<file path="src/rtl/prime_sieve_ctrl.sv">
// -----------------------------------------------------------------------------
// prime_sieve_ctrl
//
// Finds every prime in [2, N-1] with the Sieve of Eratosthenes. The block owns
// an N-bit composite-flag bitmap, a candidate counter c, a mark pointer m and a
// stride. SCAN tests one candidate per cycle. Each unmarked candidate is
// streamed out as a prime. If c*c < N, MARK then flags c*c, c*c+c, ... one
// bit per cycle.
//
// Ports
//   Clock       in   rising-edge clock
//   Reset_n     in   asynchronous active-low reset (returns to IDLE, outputs 0)
//   Start       in   begin a run; accepted only in IDLE/DONE with En=1
//   En          in   advance enable; low freezes all state and the bitmap
//   Busy        out  run in progress (CLEAR, SCAN, MARK)
//   Done        out  run finished; held until the next accepted Start
//   PrimeValid  out  one enabled-cycle pulse: Prime carries a new prime
//   Prime       out  most recent prime found
//   PrimeCount  out  primes emitted in the current run
// -----------------------------------------------------------------------------
module prime_sieve_ctrl #(
  parameter int N      = 1024,
  parameter int ADDR_W = 10,
  parameter int CNT_W  = 10
) (
  input  logic              Clock,
  input  logic              Reset_n,
  input  logic              Start,
  input  logic              En,
  output logic              Busy,
  output logic              Done,
  output logic              PrimeValid,
  output logic [ADDR_W-1:0] Prime,
  output logic [CNT_W-1:0]  PrimeCount
);

  typedef enum logic [2:0] {
    S_IDLE  = 3'd0,
    S_CLEAR = 3'd1,
    S_SCAN  = 3'd2,
    S_MARK  = 3'd3,
    S_DONE  = 3'd4
  } state_e;

  // Bitmap index width is sized to the bitmap itself, not to the value width.
  localparam int IDX_W = (N > 1) ? $clog2(N) : 1;

  // N at the widths of the two guarded computations. No wrap-around is
  // possible at these widths.
  localparam logic [2*ADDR_W-1:0] N_SQ_CMP  = (2*ADDR_W)'(N);
  localparam logic [ADDR_W:0]     N_ADD_CMP = (ADDR_W+1)'(N);
  localparam logic [ADDR_W-1:0]   C_LAST    = ADDR_W'(N - 1);

  state_e              state_q, state_d;
  logic [ADDR_W-1:0]   c_q, c_d;
  logic [ADDR_W-1:0]   m_q, m_d;
  logic [ADDR_W-1:0]   stride_q, stride_d;
  logic [N-1:0]        bitmap_q, bitmap_d;
  logic [ADDR_W-1:0]   prime_q, prime_d;
  logic                pv_q, pv_d;
  logic [CNT_W-1:0]    cnt_q, cnt_d;
  logic                busy_q, busy_d;
  logic                done_q, done_d;

  logic [2*ADDR_W-1:0] c_sq_s;
  logic [ADDR_W:0]     m_next_s;
  logic                c_last_s;
  logic                c_marked_s;

  assign c_sq_s     = {{ADDR_W{1'b0}}, c_q} * {{ADDR_W{1'b0}}, c_q};
  assign m_next_s   = {1'b0, m_q} + {1'b0, stride_q};
  assign c_last_s   = (c_q == C_LAST);
  assign c_marked_s = bitmap_q[c_q[IDX_W-1:0]];

  // State and datapath registers; async reset clears everything to the idle image.
  always_ff @(posedge Clock or negedge Reset_n) begin
    if (!Reset_n) begin
      state_q  <= S_IDLE;
      c_q      <= '0;
      m_q      <= '0;
      stride_q <= '0;
      bitmap_q <= '0;
      prime_q  <= '0;
      pv_q     <= 1'b0;
      cnt_q    <= '0;
      busy_q   <= 1'b0;
      done_q   <= 1'b0;
    end else begin
      state_q  <= state_d;
      c_q      <= c_d;
      m_q      <= m_d;
      stride_q <= stride_d;
      bitmap_q <= bitmap_d;
      prime_q  <= prime_d;
      pv_q     <= pv_d;
      cnt_q    <= cnt_d;
      busy_q   <= busy_d;
      done_q   <= done_d;
    end
  end

  // Next-state and datapath logic; everything holds when En is low.
  always_comb begin
    state_d  = state_q;
    c_d      = c_q;
    m_d      = m_q;
    stride_d = stride_q;
    bitmap_d = bitmap_q;
    prime_d  = prime_q;
    pv_d     = 1'b0;
    cnt_d    = cnt_q;

    if (En) begin
      case (state_q)
        S_IDLE, S_DONE: begin
          if (Start) begin
            state_d = S_CLEAR;
            cnt_d   = '0;
          end else begin
            state_d = state_q;
          end
        end
        S_CLEAR: begin
          bitmap_d = '0;
          c_d      = ADDR_W'(2);
          state_d  = S_SCAN;
        end
        S_SCAN: begin
          if (c_marked_s) begin
            if (c_last_s) begin
              state_d = S_DONE;
            end else begin
              c_d = c_q + ADDR_W'(1);
            end
          end else begin
            prime_d = c_q;
            pv_d    = 1'b1;
            cnt_d   = cnt_q + CNT_W'(1);
            // Multiples below c*c were already flagged by smaller primes.
            if (c_sq_s < N_SQ_CMP) begin
              m_d      = c_sq_s[ADDR_W-1:0];
              stride_d = c_q;
              state_d  = S_MARK;
            end else if (c_last_s) begin
              state_d = S_DONE;
            end else begin
              c_d = c_q + ADDR_W'(1);
            end
          end
        end
        S_MARK: begin
          bitmap_d[m_q[IDX_W-1:0]] = 1'b1;
          if (m_next_s < N_ADD_CMP) begin
            m_d = m_next_s[ADDR_W-1:0];
          end else if (c_last_s) begin
            state_d = S_DONE;
          end else begin
            c_d     = c_q + ADDR_W'(1);
            state_d = S_SCAN;
          end
        end
        default: begin
          state_d = S_IDLE;
        end
      endcase
    end else begin
      // Frozen: a pending pulse is kept and shows again once En returns.
      pv_d = pv_q;
    end

    busy_d = (state_d == S_CLEAR) || (state_d == S_SCAN) || (state_d == S_MARK);
    done_d = (state_d == S_DONE);
  end

  assign Busy       = busy_q;
  assign Done       = done_q;
  assign PrimeValid = pv_q & En;
  assign Prime      = prime_q;
  assign PrimeCount = cnt_q;

endmodule

</file>
<file path="config.mk">
export PLATFORM = sky130hd
export DESIGN_NAME = prime_sieve_ctrl
export DESIGN_NICKNAME = d
export VERILOG_FILES = /design/src/rtl/prime_sieve_ctrl.sv
export SDC_FILE = /design/constraint.sdc
export NUM_CORES = 2
export LEC_CHECK = 0
export CELL_PAD_IN_SITES_DETAIL_PLACEMENT = 0
export CELL_PAD_IN_SITES_GLOBAL_PLACEMENT = 1
export CORE_MARGIN = 5
export CORE_UTILIZATION = 35
export DETAILED_ROUTE_END_ITERATION = 10
export DONT_BUFFER_PORTS = 1
export PLACE_DENSITY = 0.67
export SLEW_MARGIN = 20
export SYNTH_ARGS = -nofsm -noshare
export SYNTH_HDL_FRONTEND = slang
export SYNTH_SLANG_ARGS = --single-unit
</file>
<file path="constraint.sdc">
create_clock -name Clock -period 6.9 [get_ports Clock]
set_input_delay 0.69 -clock Clock [delete_from_list [all_inputs] [get_ports Clock]]
set_output_delay 0.69 -clock Clock [all_outputs]
set_load 0.01 [all_outputs]
</file>
After elaboration in Yosys (flattened, before gate mapping)

Index checks and enable logic that the tools add are counted.

Register bits after elaboration: 1080
Bits of input ports: 4
Output and inout bits: 23

Add/sub/neg operators: 3
Multiply operators: 1
Order comparisons: 5
Eq/ne operators: 15
Multiplexer cells: 27
Bitwise logic cells: 3
Reductions and logical operators: 15

Operators with widths:

| operator                                             | count |
|---|---|
| case mux 1024 bit (2 select lines)                   | 1 |
| bitwise OR 1024 bit                                  | 1 |
| 2-to-1 mux 10 bit                                    | 9 |
| case mux 10 bit (2 select lines)                     | 2 |
| case mux 10 bit (3 select lines)                     | 1 |
| < comparator 10 x 11 -> 1 bit, second input constant | 2 |
| 2-to-1 mux 3 bit                                     | 7 |
| adder 10 x 1 -> 10 bit, second input constant        | 2 |
| < comparator 20 x 11 -> 1 bit, second input constant | 1 |
| multiplier 10 x 10 -> 20 bit                         | 1 |
| equality test 3 x 2 -> 1 bit, second input constant  | 4 |
| case mux 3 bit (4 select lines)                      | 1 |
| AND reduction 4 bit                                  | 3 |
| adder 10 x 10 -> 11 bit                              | 1 |
| < comparator 11 bit, second input constant           | 1 |
| binary-select mux 1 bit (select 10 bit)              | 1 |
| demux 1 bit (select 10 bit)                          | 1 |
| equality test 10 bit, second input constant          | 1 |
| >= comparator 10 x 1 -> 1 bit, second input constant | 1 |
| != test 2 bit, second input constant                 | 5 |
| equality test 3 x 1 -> 1 bit, second input constant  | 2 |
| equality test 3 bit, second input constant           | 2 |
| nonzero test 2 bit                                   | 3 |
| AND reduction 5 bit                                  | 1 |
| other kinds (11)                                     | 15 |

Longest topological paths before layout

Word-level depth: 9
Mapped depth: 29
Gate-level depth less buffers: 22

Least setup slack after synthesis

OpenSTA, ideal clock, no wires.

Kind: register to register
Start: register c_q[1]
End: register m_q[0]
Arrival time: 7231 ps
Data required time: 6775 ps
Slack: -457 ps
Cell stages (with the launch flop): 26
Path buffers: 6
Cell sequence: dfrtp_1 -> buf_2 -> buf_2 -> buf_1 -> buf_2 -> clkbuf_1 -> nand2_1 -> fa_1 -> fa_1 -> inv_1 -> fa_1 -> fa_1 -> inv_1 -> fa_1 -> inv_1 -> ha_1 -> a21o_1 -> a21oi_1 -> o21ai_1 -> a2111oi_0 -> o21ai_1 -> a2111oi_0 -> nand2_1 -> o22a_1 -> buf_4 -> mux2_4

Word-level cells in the longest chain between the ends: 4
Elaborated cells on any way between the ends: 7
Classes of those cells: mul: 1; order compare: 1; eq/ne: 2; mux: 2; reduce/logical: 1

Ends and longest elaborated chain:

| item                                                                                    | line    | RTL |
|---|---|---|
| from (decl)                                                                             | 55      | `logic [ADDR_W-1:0] c_q, c_d;` |
| from (signal assigned)                                                                  | 79      | `c_q <= '0;` |
| from (signal assigned)                                                                  | 90      | `c_q <= c_d;` |
| multiplier 10 x 10 -> 20 bit or binary-select mux 1 bit (select 10 bit) (tied branches) | 70, 73  |  |
| < comparator 20 x 11 -> 1 bit or 2-to-1 mux 1 bit (tied branches)                       | 140, 73 |  |
| != test 2 bit (no line)                                                                 | --      |  |
| AND reduction 5 bit (no line) *                                                         | --      |  |
| to (signal assigned)                                                                    | 91      | `m_q <= m_d;` |
| to (decl)                                                                               | 56      | `logic [ADDR_W-1:0] m_q, m_d;` |

Mark *: on every way between the ends. The rest lies on a longest branch, timed or not. The select of a mux whose other input is x is not followed.
A chain may end at the register's enable or synchronous reset.

Worst setup path in the final report

Start: register c_q[3]
End: register stride_q[0]

Word-level cells in the longest chain between the ends: 4
Elaborated cells on any way between the ends: 6
Classes of those cells: mul: 1; order compare: 1; mux: 2; bitwise: 1; reduce/logical: 1

Ends and longest elaborated chain:

| item                                                                 | line | RTL |
|---|---|---|
| branches (longest 3 deep; another with multiplier 10 x 10 -> 20 bit) | --   |  |
| AND reduction 4 bit (no line) *                                      | --   |  |
| to (signal assigned)                                                 | 92   | `stride_q <= stride_d;` |
| to (decl)                                                            | 57   | `logic [ADDR_W-1:0] stride_q, stride_d;` |

Mark *: on every way between the ends. The select of a mux whose other input is x is not followed.

==> impl_metrics.py <==
metrics = {
    "run_status": {
        "run_status": "finished with violations",
        "violated_checks": "negative hold slack",
    },
    "power": {
        "static-leakage-power_nw": 27.3,
        "powerDensity_mw_per_mm2": 314,
        "report.power.total_w": 0.0177,
        "worst_ir_drop_vdd_uv": 380,
    },
    "route": {
        "drt_pre_antenna_iters": 6,
        "dr.first_iter.drc_count": 4206,
        "drc_markers": 0,
        "wire_per_inst_um": 25.1,
        "vias": 37200,
        "routed_wire_length_mm": 166,
        "detail_route.vias_per_cell": 5.62,
        "drt.antenna.violating_nets": 0,
    },
    "clock_network": {
        "max-clock-path-buffers": 3,
        "clock_edge_transition_at_the_registers_on_the_reported_setup_and_hold_paths_ns": 0.06,
        "htreeDepth": 3,
        "clk_latency_ns": 0.75,
        "cts_tree": "built",
        "post_cts.repair.setup_buffers": 0,
        "cts_inserted_buffers": 116,
        "cts_num_sinks": 1080,
        "clock_tree.root_cell": "sky130_fd_sc_hd__clkbuf_16",
    },
    "placement": {
        "post-place-cells": 6399,
        "gpl_congestion": 0.838,
        "dpl.hpwl_mm": 91.4,
        "portBuffers": 0,
        "pre_cts_ws_ns": 0.233,
    },
    "cells_and_area": {
        "fin_nets": 4738,
        "multi_input_comb_area_mm2": 0.0216,
        "final_cells": 6620,
        "fillers": 14000,
        "drive_gt1_share_pct": 14.0,
        "syn_to_layout_area_delta_pct": 12.0,
        "seqCellArea_mm2": 0.0270,
        "antennaDiodeCount": 0,
    },
    "sta": {
        "whs_ns": -0.0204,
        "tightestPinTransition_ns": 1.14,
        "grt_setup_unrepaired": "no",
        "timing.fmax_ghz": 0.153,
        "period_needed_ns": 6.53,
        "finalSetupViolations": 0,
        "slew_headroom_pct": 23.6,
        "setup-tns-final_ns": 0,
        "final_hold_viol_count": 25,
        "layout_skew_ns": 0.0436,
        "period_share_pct": 94.6,
        "maxSlewViolCount": 0,
        "fin_ws_ns": 0.370,
    },
    "floorplan": {
        "rows": 139,
        "die-area_mm2": 0.152,
        "core_region_area_mm2": 0.143,
        "floorplan.initialDensity_pct": 35.1,
        "floorplan.die.width_um": 390,
        "boundaryPins": 27,
        "die_y_um": 390,
    },
    "grt": {
        "first_pass_grt_wire_length_mm": 249,
        "number_of_global_route_vias_before_repair": 36700,
        "largest_net_degree_at_the_start_of_global_routing": 1081,
        "track_usage_pct": 21.5,
        "global_route.overflow_total": 0,
        "number_of_antenna_violations_at_the_first_check_in_global_routing": 3,
    },
    "run": {
        "max_cap_viol_count": 0,
    },
    "worst_setup_path": {
        "r2r_cells": 21,
        "rrSetupSlack_ns": 0.37,
        "worst_setup_path_end_kind": "register",
        "cp_data_arrival_time_ns": 7.16,
        "regToRegStartpoint": "c_q[3]",
        "crit_path_max_fanout": 13,
        "crit-reg2reg-capture": "stride_q[0]",
        "path_class": "reg2reg",
        "timing.critical_path.from_type": "register",
        "critPathRequiredTime_ns": 7.53,
    },
    "synth": {
        "synthesis.instances": 4802,
        "ys_async_sr_fraction_pct": 100,
        "post_synth.cell_area_avg_um2": 10.5,
        "synth_seq_cells": 1080,
        "synth.cell_area_mm2": 0.0504,
        "post_synth_num_cell_types": 76,
        "synth_ff_type": "sky130_fd_sc_hd__dfrtp_1",
        "synth_enable_flop_cells": 0,
        "postSynthNetCount": 4916,
        "synth_seq_area_share_pct": 53.6,
        "ys_warn_count": 0,
    },
    "hold_path": {
        "hp_class": "in2async",
    },
}
==> cells in the mapped netlist (all sizes together) (6+ instances only) <==
cell type,count,area (um^2)
nor2,1142,4290
dfrtp,1080,27000
a21oi,1069,5350
clkbuf,360,1350
mux4,213,4800
mux2i,146,1460
nand2,105,402
inv,76,285
buf,68,494
a22oi,63,473
ha,62,776
fa,48,961
nand3,34,170
mux2,33,409
o21ai,32,160
and2,24,150
xnor2,20,175
nand2b,18,113
o22ai,15,93.8
a21o,13,97.6
nor3,12,60.1
a211oi,10,80.1
nor2b,9,56.3
o31ai,9,72.6
and3,8,50.1
nand3b,8,60.1
a31oi,7,43.8
or3,7,43.8
nand4,6,37.5
xor2,6,52.6
==> power breakdown <==
| part | switching (W) | leakage (nW) | total (W) | internal, W |
|---|---|---|---|---|
| registers | 0.000305 | 15.0 | 0.00698 | 0.00668 |
| clock network | 0.00267 | 1.91 | 0.00629 | 0.00362 |
| logic | 0.00294 | 10.5 | 0.00445 | 0.00151 |
==> cells by family (layout without fill, tap and decap cells) <==
family                   count (synthesis)  after routing  synth area share [%]
flip-flops                            1080           1080                  53.6
adder cells (fa/ha/maj)                110            110                  3.44
XOR/XNOR                                26             26                 0.452
AO/OA/AOI/OAI                         1291           1291                  13.9
multiplexers                           392            392                  13.2
AND/OR/NAND/NOR                       1395           1395                  11.1
buffers and inverters                  508            423                  4.26
==> what timing repair did <==
| action | 4_1_cts | 5_1_grt |
|---|---|---|
| hold buffers | 1 | 2 |
| hold endpoints to repair | 1082 | 65 |
| setup endpoints to repair | 0 | 31 |
| resized for setup | 0 | 3 |
==> layout by cell type, fill, tap and decap left out, types with 9 or more instances in the layout <==
cell	count
sky130_fd_sc_hd__buf_4	112
sky130_fd_sc_hd__and2_1	24
sky130_fd_sc_hd__fa_1	48
sky130_fd_sc_hd__nor2_2	31
sky130_fd_sc_hd__mux4_2	213
sky130_fd_sc_hd__mux2_4	10
sky130_fd_sc_hd__a21o_1	13
sky130_fd_sc_hd__nor3_1	12
sky130_fd_sc_hd__nor2_1	1074
sky130_fd_sc_hd__mux2_2	23
sky130_fd_sc_hd__nand2b_1	18
sky130_fd_sc_hd__mux2i_1	146
sky130_fd_sc_hd__clkbuf_8	26
sky130_fd_sc_hd__nand3_1	34
sky130_fd_sc_hd__buf_12	11
sky130_fd_sc_hd__o21ai_0	29
sky130_fd_sc_hd__xnor2_1	20
sky130_fd_sc_hd__clkbuf_16	119
sky130_fd_sc_hd__ha_1	62
sky130_fd_sc_hd__nand2_1	104
sky130_fd_sc_hd__o22ai_1	15
sky130_fd_sc_hd__a22oi_1	63
sky130_fd_sc_hd__clkinv_2	31
sky130_fd_sc_hd__clkbuf_1	25
sky130_fd_sc_hd__dfrtp_1	1075
sky130_fd_sc_hd__nor2_4	37
sky130_fd_sc_hd__inv_1	74
sky130_fd_sc_hd__a211oi_1	9
sky130_fd_sc_hd__a21oi_1	1069
==> state kept, by name, indices dropped and copies added, names as in the netlist <==
| name | cells |
|---|---|
| bitmap_q | 1024 |
| PrimeCount | 10 |
| Prime | 10 |
| c_q | 10 |
| m_q | 10 |
| stride_q | 10 |
| state_q | 3 |
| Busy | 1 |
| Done | 1 |
| pv_q | 1 |
==> final cells by class <==
| class | count | share of cell area [%] |
|---|---|---|
| Clock buffer | 170 | 6.07 |
| Clock inverter | 41 | 0.718 |
| Inverter | 80 | 0.534 |
| Multi-Input combinational cell | 3214 | 38.3 |
| Sequential cell | 1080 | 47.9 |
| Tap cell | 1903 | 4.22 |
| Timing Repair Buffer | 132 | 2.26 |
==> how the worst max path moves through the flow <==
stage | endpoint | from | cells past startpoint | slack [ns]
6_report | stride_q[0] | c_q[3] | 21 | 0.37
5_1_grt | stride_q[6] | c_q[2] | 20 | 0.002
4_1_cts | m_q[3] | c_q[2] | 20 | 0.22
3_5_place_dp | m_q[0] | c_q[2] | 20 | 0.23
3_3_place_gp | m_q[3] | c_q[2] | 20 | 0.22
2_1_floorplan | m_q[0] | c_q[0] | 27 | 0.002
==> routing by layer <==
metal	global-route usage, %	routed length (um)
met3	3.49	10700
met1	31.2	73800
met4	6.95	5930
met2	33.2	75500
met5	0	0
==> critical path: stages (launching register included) <==
cell and delay, ns:
sky130_fd_sc_hd__dfrtp_2 0.56, sky130_fd_sc_hd__and2_1 0.22, sky130_fd_sc_hd__fa_1 0.43, sky130_fd_sc_hd__ha_1 0.30, sky130_fd_sc_hd__inv_1 0.05, sky130_fd_sc_hd__fa_1 0.53
sky130_fd_sc_hd__inv_1 0.05, sky130_fd_sc_hd__fa_1 0.52, sky130_fd_sc_hd__inv_1 0.05, sky130_fd_sc_hd__fa_1 0.53, sky130_fd_sc_hd__inv_1 0.04, sky130_fd_sc_hd__ha_1 0.36
sky130_fd_sc_hd__a21o_1 0.21, sky130_fd_sc_hd__a21o_1 0.17, sky130_fd_sc_hd__a21oi_1 0.17, sky130_fd_sc_hd__o21ai_1 0.14, sky130_fd_sc_hd__a2111oi_2 0.49, sky130_fd_sc_hd__o21ai_1 0.12
sky130_fd_sc_hd__a2111oi_2 0.46, sky130_fd_sc_hd__nand2_1 0.24, sky130_fd_sc_hd__nor2_4 0.37, sky130_fd_sc_hd__mux2_2 0.38
==> metrics by stage <==
step | cell area, um^2 | utilization [%] | hold slack (ns)
floorplan | 50500 | - | 0.394
global placement | 52400 | 36.5 | 0.470
detailed placement | 52400 | 36.5 | 0.471
CTS | 56200 | 39.2 | -0.342
global route | 56500 | 39.4 | 0.0546
finish | 56500 | 39.4 | -0.0204
Power figures use the tool's default switching activity.
